--- src/rtl/traffic_light_monitor_pkg.sv ---
// Shared constants, phase/state encodings and sequencing rules for the light-bus monitor.
package traffic_pkg;

    localparam int LED_MAIN_RED = 6;
    localparam int LED_MAIN_YEL = 5;
    localparam int LED_MAIN_GRN = 4;
    localparam int LED_SIDE_RED = 3;
    localparam int LED_SIDE_YEL = 2;
    localparam int LED_SIDE_GRN = 1;
    localparam int LED_WALK     = 0;

    localparam logic [6:0] PAT_MG   = (7'd1 << LED_MAIN_GRN) | (7'd1 << LED_SIDE_RED);
    localparam logic [6:0] PAT_MY   = (7'd1 << LED_MAIN_YEL) | (7'd1 << LED_SIDE_RED);
    localparam logic [6:0] PAT_SG   = (7'd1 << LED_MAIN_RED) | (7'd1 << LED_SIDE_GRN);
    localparam logic [6:0] PAT_SY   = (7'd1 << LED_MAIN_RED) | (7'd1 << LED_SIDE_YEL);
    localparam logic [6:0] PAT_WALK = (7'd1 << LED_MAIN_RED) | (7'd1 << LED_SIDE_RED) | (7'd1 << LED_WALK);

    typedef enum logic [2:0] {
        PH_NONE = 3'd0,
        PH_MG   = 3'd1,
        PH_MY   = 3'd2,
        PH_SG   = 3'd3,
        PH_SY   = 3'd4,
        PH_WALK = 3'd5,
        PH_BAD  = 3'd7
    } phase_t;

    typedef enum logic [1:0] {
        ST_IDLE,
        ST_TRACK,
        ST_BAD
    } trk_state_t;

    function automatic phase_t decode_phase(logic [6:0] p);
        case (p)
            PAT_MG:   return PH_MG;
            PAT_MY:   return PH_MY;
            PAT_SG:   return PH_SG;
            PAT_SY:   return PH_SY;
            PAT_WALK: return PH_WALK;
            default:  return PH_BAD;
        endcase
    endfunction

    function automatic logic legal_trans(phase_t from, phase_t to);
        case (from)
            PH_MG:   return to == PH_MY;
            PH_MY:   return (to == PH_SG) || (to == PH_WALK);
            PH_WALK: return to == PH_SG;
            PH_SG:   return to == PH_SY;
            PH_SY:   return to == PH_MG;
            default: return 1'b0;
        endcase
    endfunction

endpackage

--- src/rtl/traffic_light_monitor_if.sv ---
// Light-bus observation interface: the controller-side signals in, the monitor results out.
interface traffic_light_monitor_if #(parameter int DWELL_W = 5);
    logic [6:0]         LEDs;
    logic               oneHz_enable;
    logic               err_clear;
    logic [2:0]         phase;
    logic               phase_change;
    logic [DWELL_W-1:0] dwell;
    logic [DWELL_W-1:0] last_dwell;
    logic [2:0]         error;
    logic               fault;

    modport master (
        output LEDs, oneHz_enable, err_clear,
        input  phase, phase_change, dwell, last_dwell, error, fault
    );

    modport slave (
        input  LEDs, oneHz_enable, err_clear,
        output phase, phase_change, dwell, last_dwell, error, fault
    );
endinterface

--- src/rtl/traffic_light_monitor_filter.sv ---
// Deglitch filter: a pattern must be seen FILTER_CYCLES samples in a row before it is accepted.
module led_filter #(
    parameter int FILTER_CYCLES = 4
) (
    input  logic       clk,
    input  logic       rst,
    input  logic [6:0] leds,
    output logic       accept,
    output logic [6:0] pattern
);
    localparam logic [3:0] FC = 4'(FILTER_CYCLES);

    logic [6:0] s_q, cand_q, acc_q;
    logic [3:0] cnt_q, cnt_d;

    // Accept is judged on the count about to be stored so the phase lands on edge FILTER_CYCLES+1.
    always_comb begin
        cnt_d = 4'd1;
        if (s_q == cand_q)
            cnt_d = (cnt_q >= FC) ? FC : cnt_q + 4'd1;
    end

    assign accept  = (cnt_d == FC) && (s_q != acc_q);
    assign pattern = s_q;

    always_ff @(posedge clk or posedge rst) begin
        if (rst) begin
            s_q    <= '0;
            cand_q <= '0;
            cnt_q  <= '0;
            acc_q  <= '0;
        end else begin
            s_q    <= leds;
            cand_q <= s_q;
            cnt_q  <= cnt_d;
            if (accept)
                acc_q <= s_q;
        end
    end
endmodule

--- src/rtl/traffic_light_monitor.sv ---
// Passive light-bus monitor: phase tracking, dwell timing in seconds and sticky sequencing errors.
module traffic_light_monitor
    import traffic_pkg::*;
#(
    parameter int FILTER_CYCLES = 4,
    parameter int DWELL_W       = 5,
    parameter int MIN_YELLOW    = 2
) (
    input  logic                    clk,
    input  logic                    Reset,
    traffic_light_monitor_if.slave  bus
);
    localparam logic [DWELL_W-1:0] MIN_Y     = DWELL_W'(MIN_YELLOW);
    localparam logic [DWELL_W-1:0] DWELL_MAX = '1;

    logic               accept;
    logic [6:0]         pattern;
    phase_t             new_phase, phase_q;
    trk_state_t         state_q, state_d;
    logic [2:0]         err_set, error_q;
    logic [DWELL_W-1:0] dwell_q, last_q;
    logic               pc_q;

    led_filter #(.FILTER_CYCLES(FILTER_CYCLES)) u_filter (
        .clk     (clk),
        .rst     (Reset),
        .leds    (bus.LEDs),
        .accept  (accept),
        .pattern (pattern)
    );

    always_ff @(posedge clk or posedge Reset) begin
        if (Reset) state_q <= ST_IDLE;
        else       state_q <= state_d;
    end

    always_comb begin
        state_d   = state_q;
        err_set   = '0;
        new_phase = decode_phase(pattern);
        if (accept) begin
            case (state_q)
                ST_IDLE:  state_d = (new_phase == PH_BAD) ? ST_BAD : ST_TRACK;
                ST_TRACK: begin
                    if (new_phase == PH_BAD) begin
                        err_set[0] = 1'b1;
                        state_d    = ST_BAD;
                    end else if (!legal_trans(phase_q, new_phase)) begin
                        err_set[1] = 1'b1;
                    end
                end
                ST_BAD:   if (new_phase != PH_BAD) state_d = ST_TRACK;
                default:  state_d = ST_IDLE;
            endcase
            if ((phase_q == PH_MY || phase_q == PH_SY) && dwell_q < MIN_Y)
                err_set[2] = 1'b1;
        end
    end

    // A strobe landing on the accept cycle is dropped: the new phase starts from zero.
    always_ff @(posedge clk or posedge Reset) begin
        if (Reset) begin
            phase_q <= PH_NONE;
            pc_q    <= 1'b0;
            dwell_q <= '0;
            last_q  <= '0;
            error_q <= '0;
        end else begin
            pc_q    <= accept;
            error_q <= (bus.err_clear ? 3'b000 : error_q) | err_set;
            if (accept) begin
                phase_q <= new_phase;
                last_q  <= dwell_q;
                dwell_q <= '0;
            end else if (bus.oneHz_enable && state_q != ST_IDLE && dwell_q != DWELL_MAX) begin
                dwell_q <= dwell_q + 1'b1;
            end
        end
    end

    assign bus.phase        = phase_q;
    assign bus.phase_change = pc_q;
    assign bus.dwell        = dwell_q;
    assign bus.last_dwell   = last_q;
    assign bus.error        = error_q;
    assign bus.fault        = |error_q;
endmodule
--- src/flat_wrapper.sv ---
// flat-port wrapper written by rule: the top's interface ports become plain ports
module traffic_light_monitor_flat import traffic_pkg::*;
#(
    parameter int FILTER_CYCLES = 4,
    parameter int DWELL_W       = 5,
    parameter int MIN_YELLOW    = 2
)
  (clk, Reset, bus_LEDs, bus_oneHz_enable, bus_err_clear, bus_phase, bus_phase_change, bus_dwell, bus_last_dwell, bus_error, bus_fault);
  traffic_light_monitor_if #(.DWELL_W(DWELL_W)) bus_i ();
  input  logic clk;
  input  logic Reset;
  input wire logic [$bits(bus_i.LEDs)-1:0] bus_LEDs;
  input wire logic [$bits(bus_i.oneHz_enable)-1:0] bus_oneHz_enable;
  input wire logic [$bits(bus_i.err_clear)-1:0] bus_err_clear;
  output wire logic [$bits(bus_i.phase)-1:0] bus_phase;
  output wire logic [$bits(bus_i.phase_change)-1:0] bus_phase_change;
  output wire logic [$bits(bus_i.dwell)-1:0] bus_dwell;
  output wire logic [$bits(bus_i.last_dwell)-1:0] bus_last_dwell;
  output wire logic [$bits(bus_i.error)-1:0] bus_error;
  output wire logic [$bits(bus_i.fault)-1:0] bus_fault;
  assign bus_i.LEDs = bus_LEDs;
  assign bus_i.oneHz_enable = bus_oneHz_enable;
  assign bus_i.err_clear = bus_err_clear;
  assign bus_phase = bus_i.phase;
  assign bus_phase_change = bus_i.phase_change;
  assign bus_dwell = bus_i.dwell;
  assign bus_last_dwell = bus_i.last_dwell;
  assign bus_error = bus_i.error;
  assign bus_fault = bus_i.fault;
  traffic_light_monitor #(.FILTER_CYCLES(FILTER_CYCLES), .DWELL_W(DWELL_W), .MIN_YELLOW(MIN_YELLOW)) u_core (.clk(clk), .Reset(Reset), .bus(bus_i));
endmodule
--- config.mk ---
export PLATFORM = sky130hd
export DESIGN_NAME = traffic_light_monitor_flat
export DESIGN_NICKNAME = d
export VERILOG_FILES = /design/src/rtl/traffic_light_monitor_pkg.sv /design/src/rtl/traffic_light_monitor_if.sv /design/src/rtl/traffic_light_monitor_filter.sv /design/src/rtl/traffic_light_monitor.sv /design/src/flat_wrapper.sv
export SDC_FILE = /design/constraint.sdc
export NUM_CORES = 1
export LEC_CHECK = 0
export ABC_AREA = 1
export BUFFER_PORTS_ARGS = -buffer_cell sky130_fd_sc_hd__buf_2
export CAP_MARGIN = 20
export CORE_MARGIN = 2
export CORE_UTILIZATION = 41
export CTS_CLUSTER_DIAMETER = 50
export DETAILED_ROUTE_END_ITERATION = 16
export GPL_TIMING_DRIVEN = 0
export MAX_ROUTING_LAYER = met4
export PLACE_DENSITY_LB_ADDON = 0.1
export SLEW_MARGIN = 20
export SYNTH_ARGS = -nofsm -noshare
export SYNTH_HDL_FRONTEND = slang
export SYNTH_SLANG_ARGS = --single-unit
--- constraint.sdc ---
create_clock -name clk -period 1.6 [get_ports clk]
set_input_delay 0 -clock clk [delete_from_list [all_inputs] [get_ports clk]]
set_output_delay 0 -clock clk [all_outputs]
set_load 0.05 [all_outputs]
# --- Word-level counts from Yosys, hierarchy flattened ---
# Cells that the tools add are included.
totals:
  ff_bits: 44
  in_bits: 11
  out_inout_bits: 18
classes:
  addsub: 2
  n_eq_ne: 25
  n_reduce_logical: 11
  mux: 20
  bitwise: 1
  order_cmp: 2
op_table:
  columns: ["cell", "n"]
  rows:
  - ["$eq 7x7->1 const B", 3]
  - ["$eq 3x3->1 const B", 5]
  - ["$pmux 3 s5", 1]
  - ["$eq 3x2->1 const B", 4]
  - ["$mux 5", 2]
  - ["$mux 2", 4]
  - ["$mux 4", 2]
  - ["$eq 7x5->1 const B", 1]
  - ["$eq 7x6->1 const B", 1]
  - ["$eq 7x7->1", 1]
  - ["$mux 1", 7]
  - ["$ne 7x7->1", 1]
  - ["$eq 3x1->1 const B", 2]
  - ["$mux 3", 2]
  - ["$pmux 2 s3", 1]
  - ["$add 5x1->5 const B", 1]
  - ["$lt 5x2->1 const B", 1]
  - ["$ne 5x5->1 const B", 1]
  - ["$pmux 1 s5", 1]
  - ["$add 4x1->4 const B", 1]
  - ["$eq 4x3->1 const B", 1]
  - ["$ge 4x3->1 const B", 1]
  - ["$logic_and 1x1->1", 4]
  - ["$ne 2x1->1 const B", 2]
  - ["other kinds (9)", 11]

# --- Depth between registers and ports, before layout ---
logic_depth:
  depth_word: 13
  mapped_depth: 14
  ltp_nobuf: 13

# --- Hierarchy ---
# From an unflattened synthesis, not the netlist that was laid out.
hier_totals:
  hier_cells: 282
  area_unflattened_um2: 2264.7
modules_own_cells:
  columns: ["mod", "cells_per_inst", "n_inst", "area_per_inst_um2", "seq_area_each_um2"]
  rows:
  - ["traffic_light_monitor", 153, 1, 1144.8, 475.5]
  - ["led_filter", 129, 1, 1119.8, 625.6]

# --- Worst setup path after synthesis ---
# No wires, ideal clock.
synth_path:
  path_kind: "register -> register"
  startpoint: "register u_core.dwell_q[0] (netlist: u_core.bus.dwell[0])"
  endpoint: "register u_core.dwell_q[3] (netlist: u_core.bus.dwell[3])"
  path_stages_with_launch: 9
  path_buffers: 0
  path_slack_ns: -0.426
  arrival_time_ns: 1.954
  synth_period_minus_slack_ns: 2.026
  path_cell_list: "dfrtp_1 > ha_1 > nand2_1 > nor2_1 > ha_1 > nor3_1 > nand4_1 > xor2_1 > nor2_1"
synth_via:
  elab_chain_len: 3
synth_lines:
  columns: ["element", "line", "source"]
  rows:
  - ["start: declaration", "traffic_light_monitor.sv:21", "logic [DWELL_W-1:0] dwell_q, last_q;"]
  - ["start signal: assignment", "traffic_light_monitor.sv:76", "dwell_q <= dwell_q + 1'b1;"]
  - ["$add 5x1->5 or $ne 5x5->1 (tied branches)", "traffic_light_monitor.sv:76, traffic_light_monitor.sv:75", null]
  - ["$mux 5 or $logic_and 1x1->1 (tied branches)", "traffic_light_monitor.sv:75", "end else if (bus.oneHz_enable && state_q != ST_IDLE && dwell_q != DWELL_MAX) begin"]
  - ["$mux 5 or $reduce_bool 2->1 (tied branches)", null, null]
# Parallel ways exist; a longest one is shown, timed or not. The select of a mux whose other input is x is not followed.
# A chain may end at the register's enable or synchronous reset.

# --- Worst setup path after layout ---
layout_path:
  startpoint: "register u_core.u_filter.s_q[1] (netlist: u_core.u_filter.pattern[1])"
  endpoint: "register u_core.state_q[1]"
layout_via:
  elab_chain_len: 5
layout_lines:
  columns: ["element", "line", "source"]
  rows:
  - ["start: declaration", "traffic_light_monitor_filter.sv:13", "logic [6:0] s_q, cand_q, acc_q;"]
  - ["start signal: assignment", "traffic_light_monitor_filter.sv:33", "s_q <= leds;"]
  - ["$eq 7x7->1", "traffic_light_monitor_filter.sv:19", "if (s_q == cand_q)"]
  - ["$mux 4", "traffic_light_monitor_filter.sv:19", null]
  - ["named net u_core.u_filter.cnt_d[2]", "traffic_light_monitor_filter.sv:14", "logic [3:0] cnt_q, cnt_d;"]
  - ["$eq 4x3->1", "traffic_light_monitor_filter.sv:23", "assign accept = (cnt_d == FC) && (s_q != acc_q);"]
  - ["$logic_and 1x1->1", "traffic_light_monitor_filter.sv:23", null]
  - ["$reduce_and 3->1 (no line)", null, null]
  - ["end signal: assignment", "traffic_light_monitor.sv:34", "else state_q <= state_d;"]
  - ["end: declaration", "traffic_light_monitor.sv:19", "trk_state_t state_q, state_d;"]
# The timed path passes the listed nets, and every way through them passes these cells.

==> results.json <==
{
  "p_leak_nw": 1.52,
  "timing.final.crit_share_pct": 105,
  "maxCapViolCount": 0,
  "chipWidth_um": 76.8,
  "cp-start-kind": "flop",
  "number_of_buffers_created_by_cts": 5,
  "critPathArrivalTime_ps": 1860,
  "routabilityCongestion": 0.784,
  "setup_viol": 22,
  "number_of_nets_in_the_layout": 361,
  "cts_tree": "built",
  "detailed_place_hpwl_um": 3250,
  "h-tree-depth": 2,
  "finalHoldWorstSlack_ps": 86.3,
  "run_status": "finished with violations",
  "grt_use_total_pct": 17.2,
  "ys.warnings.count": 0,
  "drt-total-wl_um": 4790,
  "rows": 26,
  "die_h_um": 76.8,
  "antennaDiodeCount": 0,
  "die-area_mm2": 0.00590,
  "synth_cells": 283,
  "nFillCells": 473,
  "grt.overflow.total": 0,
  "clock.fmax_mhz": 595,
  "dr.pass1.iters": 4,
  "grt_antenna_before_repair": 0,
  "pin_count": 29,
  "grt_max_degree": 30,
  "placement.io_buffers": 28,
  "most_common_cell_after_layout_fill_and_taps_aside": "nand2_1",
  "flops_latches_synth": 44,
  "final-max-slew-violation-count": 0,
  "grt_pass1_vias": 1764,
  "post_route_cells_drive_above_1_share_pct": 33.0,
  "hold_path_class": "in -> reg",
  "power_mw": 2.65,
  "clock_tree.buffer_depth": 2,
  "synth_cell_type_count": 27,
  "cts.root.buffer_cell": "clkbuf_8",
  "p_per_area_mw_per_mm2": 894,
  "post-route-worst-setup-slack_ps": -81.0,
  "timing.critical_path.required_ps": 1780,
  "initial_utilization_pct": 42.6,
  "clkTransAtPathRegs_ps": 90,
  "critical_path.reg2reg.startpoint": "u_core.u_filter.pattern[1]$_DFF_PP0_",
  "floorplan.core_area_mm2": 0.00511,
  "layout-area-overhead-vs-synth_pct": 36.7,
  "synthArstFlopShare_pct": 100,
  "clk-insertion-delay-late_ps": 290,
  "synthesis.area_per_instance_um2": 7.68,
  "yosysSeqAreaShare_pct": 50.7,
  "first_pass_grt_wire_length_um": 7940,
  "mappedNetlistNets": 297,
  "crit_path_start": "u_core.u_filter.pattern[1]$_DFF_PP0_",
  "post_drt_via_cell_ratio": 4.58,
  "post-route-drc-count": 0,
  "final_antenna_net_count": 0,
  "clock-skew-final_ps": 8.19,
  "synth.cell_area_mm2": 0.00217,
  "vias_after_detailed_routing": 1916,
  "final_core_utilization_pct": 58.2,
  "hold_path.startpoint": "bus_oneHz_enable",
  "postSynth.topFlopCell": "dfrtp_1",
  "failed_checks": "negative setup slack",
  "detailedRoute.firstIterationViolations": 78,
  "crit_type": "reg -> reg",
  "final_hold_viol_count": 0,
  "vdd_ir_drop_max_mv": 0.765,
  "wire_per_inst_um": 11.5,
  "synth_enable_flop_cells": 0,
  "rsz0062_at_grt": "yes",
  "timing.critical_path.fanout_max": 7,
  "critical_path.endpoint_type": "flop",
  "period_minus_slack_ps": 1680,
  "clock_sinks": 44,
  "layout_common_cells": "nand2_1, dfrtp_1, inv_1"
}
[what timing repair did]
action                     CTS  global route
setup buffers               11             8
hold endpoints to repair    25             0
gates resized for setup     27            37
setup endpoints to repair   26            25
gates cloned                 0             0
pin swaps                    4            17
hold buffers                 9             0
[Yosys cell counts, types with 3 or more instances]
library cell / instances / area share (%)
nand3_1: 13 / 3.0
dfrtp_1: 44 / 51
o21ai_1: 3 / 0.69
inv_1: 30 / 5.2
o21ai_0: 14 / 3.2
nor2_1: 33 / 5.7
a21oi_1: 3 / 0.69
ha_1: 3 / 1.7
inv_2: 7 / 1.2
nor2_2: 4 / 1.2
nor3_1: 7 / 1.6
nand2_1: 102 / 18
[through the flow]
step / worst slack (ps) / cell area [um^2] / TNS [ps] / cells
after floorplan: -95.2 / 2190 / -152 / 283
after global placement: -217 / 2420 / -6280 / 381
after detailed placement: -183 / 2440 / -2750 / 382
after CTS: -57.5 / 2780 / -173 / 410
after global routing: -161 / 2970 / -2500 / 418
final: -81.0 / 2970 / -639 / 418
[cell type report]
cell class                      count  area (um^2)  share of cell area [%]
Buffer                              4         50.0                    1.68
Clock buffer                        6         72.6                    2.44
Clock inverter                      2         35.0                    1.18
Inverter                           38          158                    5.31
Multi-Input combinational cell    197         1060                    35.6
Sequential cell                    44         1110                    37.4
Tap cell                           70         87.6                    2.95
Timing Repair Buffer               57          400                    13.5
[critical path: stages (launching register included)]
cell      delay [ps]
dfrtp_2          460
nand2_1           90
nand2_2           70
nor2_4           110
nand2_2           90
nor3_4           190
nand2_2           90
buf_8            160
inv_6             60
o211ai_1         110
nand2_1           80
nand2_1           50
[flip-flops by register name (all words and copies together), names as in the netlist, 3 cells and up]
signal and count:
u_core.bus.last_dwell 5, u_core.u_filter.cand_q 7, u_core.u_filter.cnt_q 4, u_core.bus.error 3, u_core.bus.phase 3, u_core.bus.dwell 5, u_core.u_filter.pattern 7, u_core.u_filter.acc_q 7
[report_power, final]
part,total [mW],leakage (nW),internal (mW),switching (mW)
clock network,0.839,0.0552,0.464,0.375
registers,1.29,0.560,1.19,0.0949
logic,0.529,0.906,0.181,0.348
[logic make-up after synthesis]
kind of cell / Yosys count / share of synthesized area, %
AOI/OAI and AO/OA: 24 / 5.93
and+or+nand+nor: 166 / 31.7
other: 1 / 0.173
adders and majority gates: 3 / 1.73
xor gates and xnor gates: 3 / 1.21
buffers and inverters: 42 / 8.58
DFF: 44 / 50.7
[path summary, 6_finish.rpt]
path                       slack [ps]  cells past startpoint                                    to
setup / recovery                  -80                     11         u_core.state_q[1]$_DFFE_PP0P_
hold / removal                     90                      5       u_core.bus.dwell[4]$_DFFE_PP0P_
setup reg to reg                  -80                     11         u_core.state_q[1]$_DFFE_PP0P_
hold reg to reg                   450                      0   u_core.u_filter.cand_q[3]$_DFF_PP0_
max in group asynchronous         880                      4  u_core.u_filter.pattern[6]$_DFF_PP0_
min in group asynchronous         220                      3  u_core.bus.last_dwell[0]$_DFFE_PP0P_
[per-layer routing]
metal	wire (um)	track usage, %
met5	0	-
met4	27	3.27
met3	166	3.53
met2	2190	26.9
met1	2400	23.4
Power figures use the tool's default switching activity.
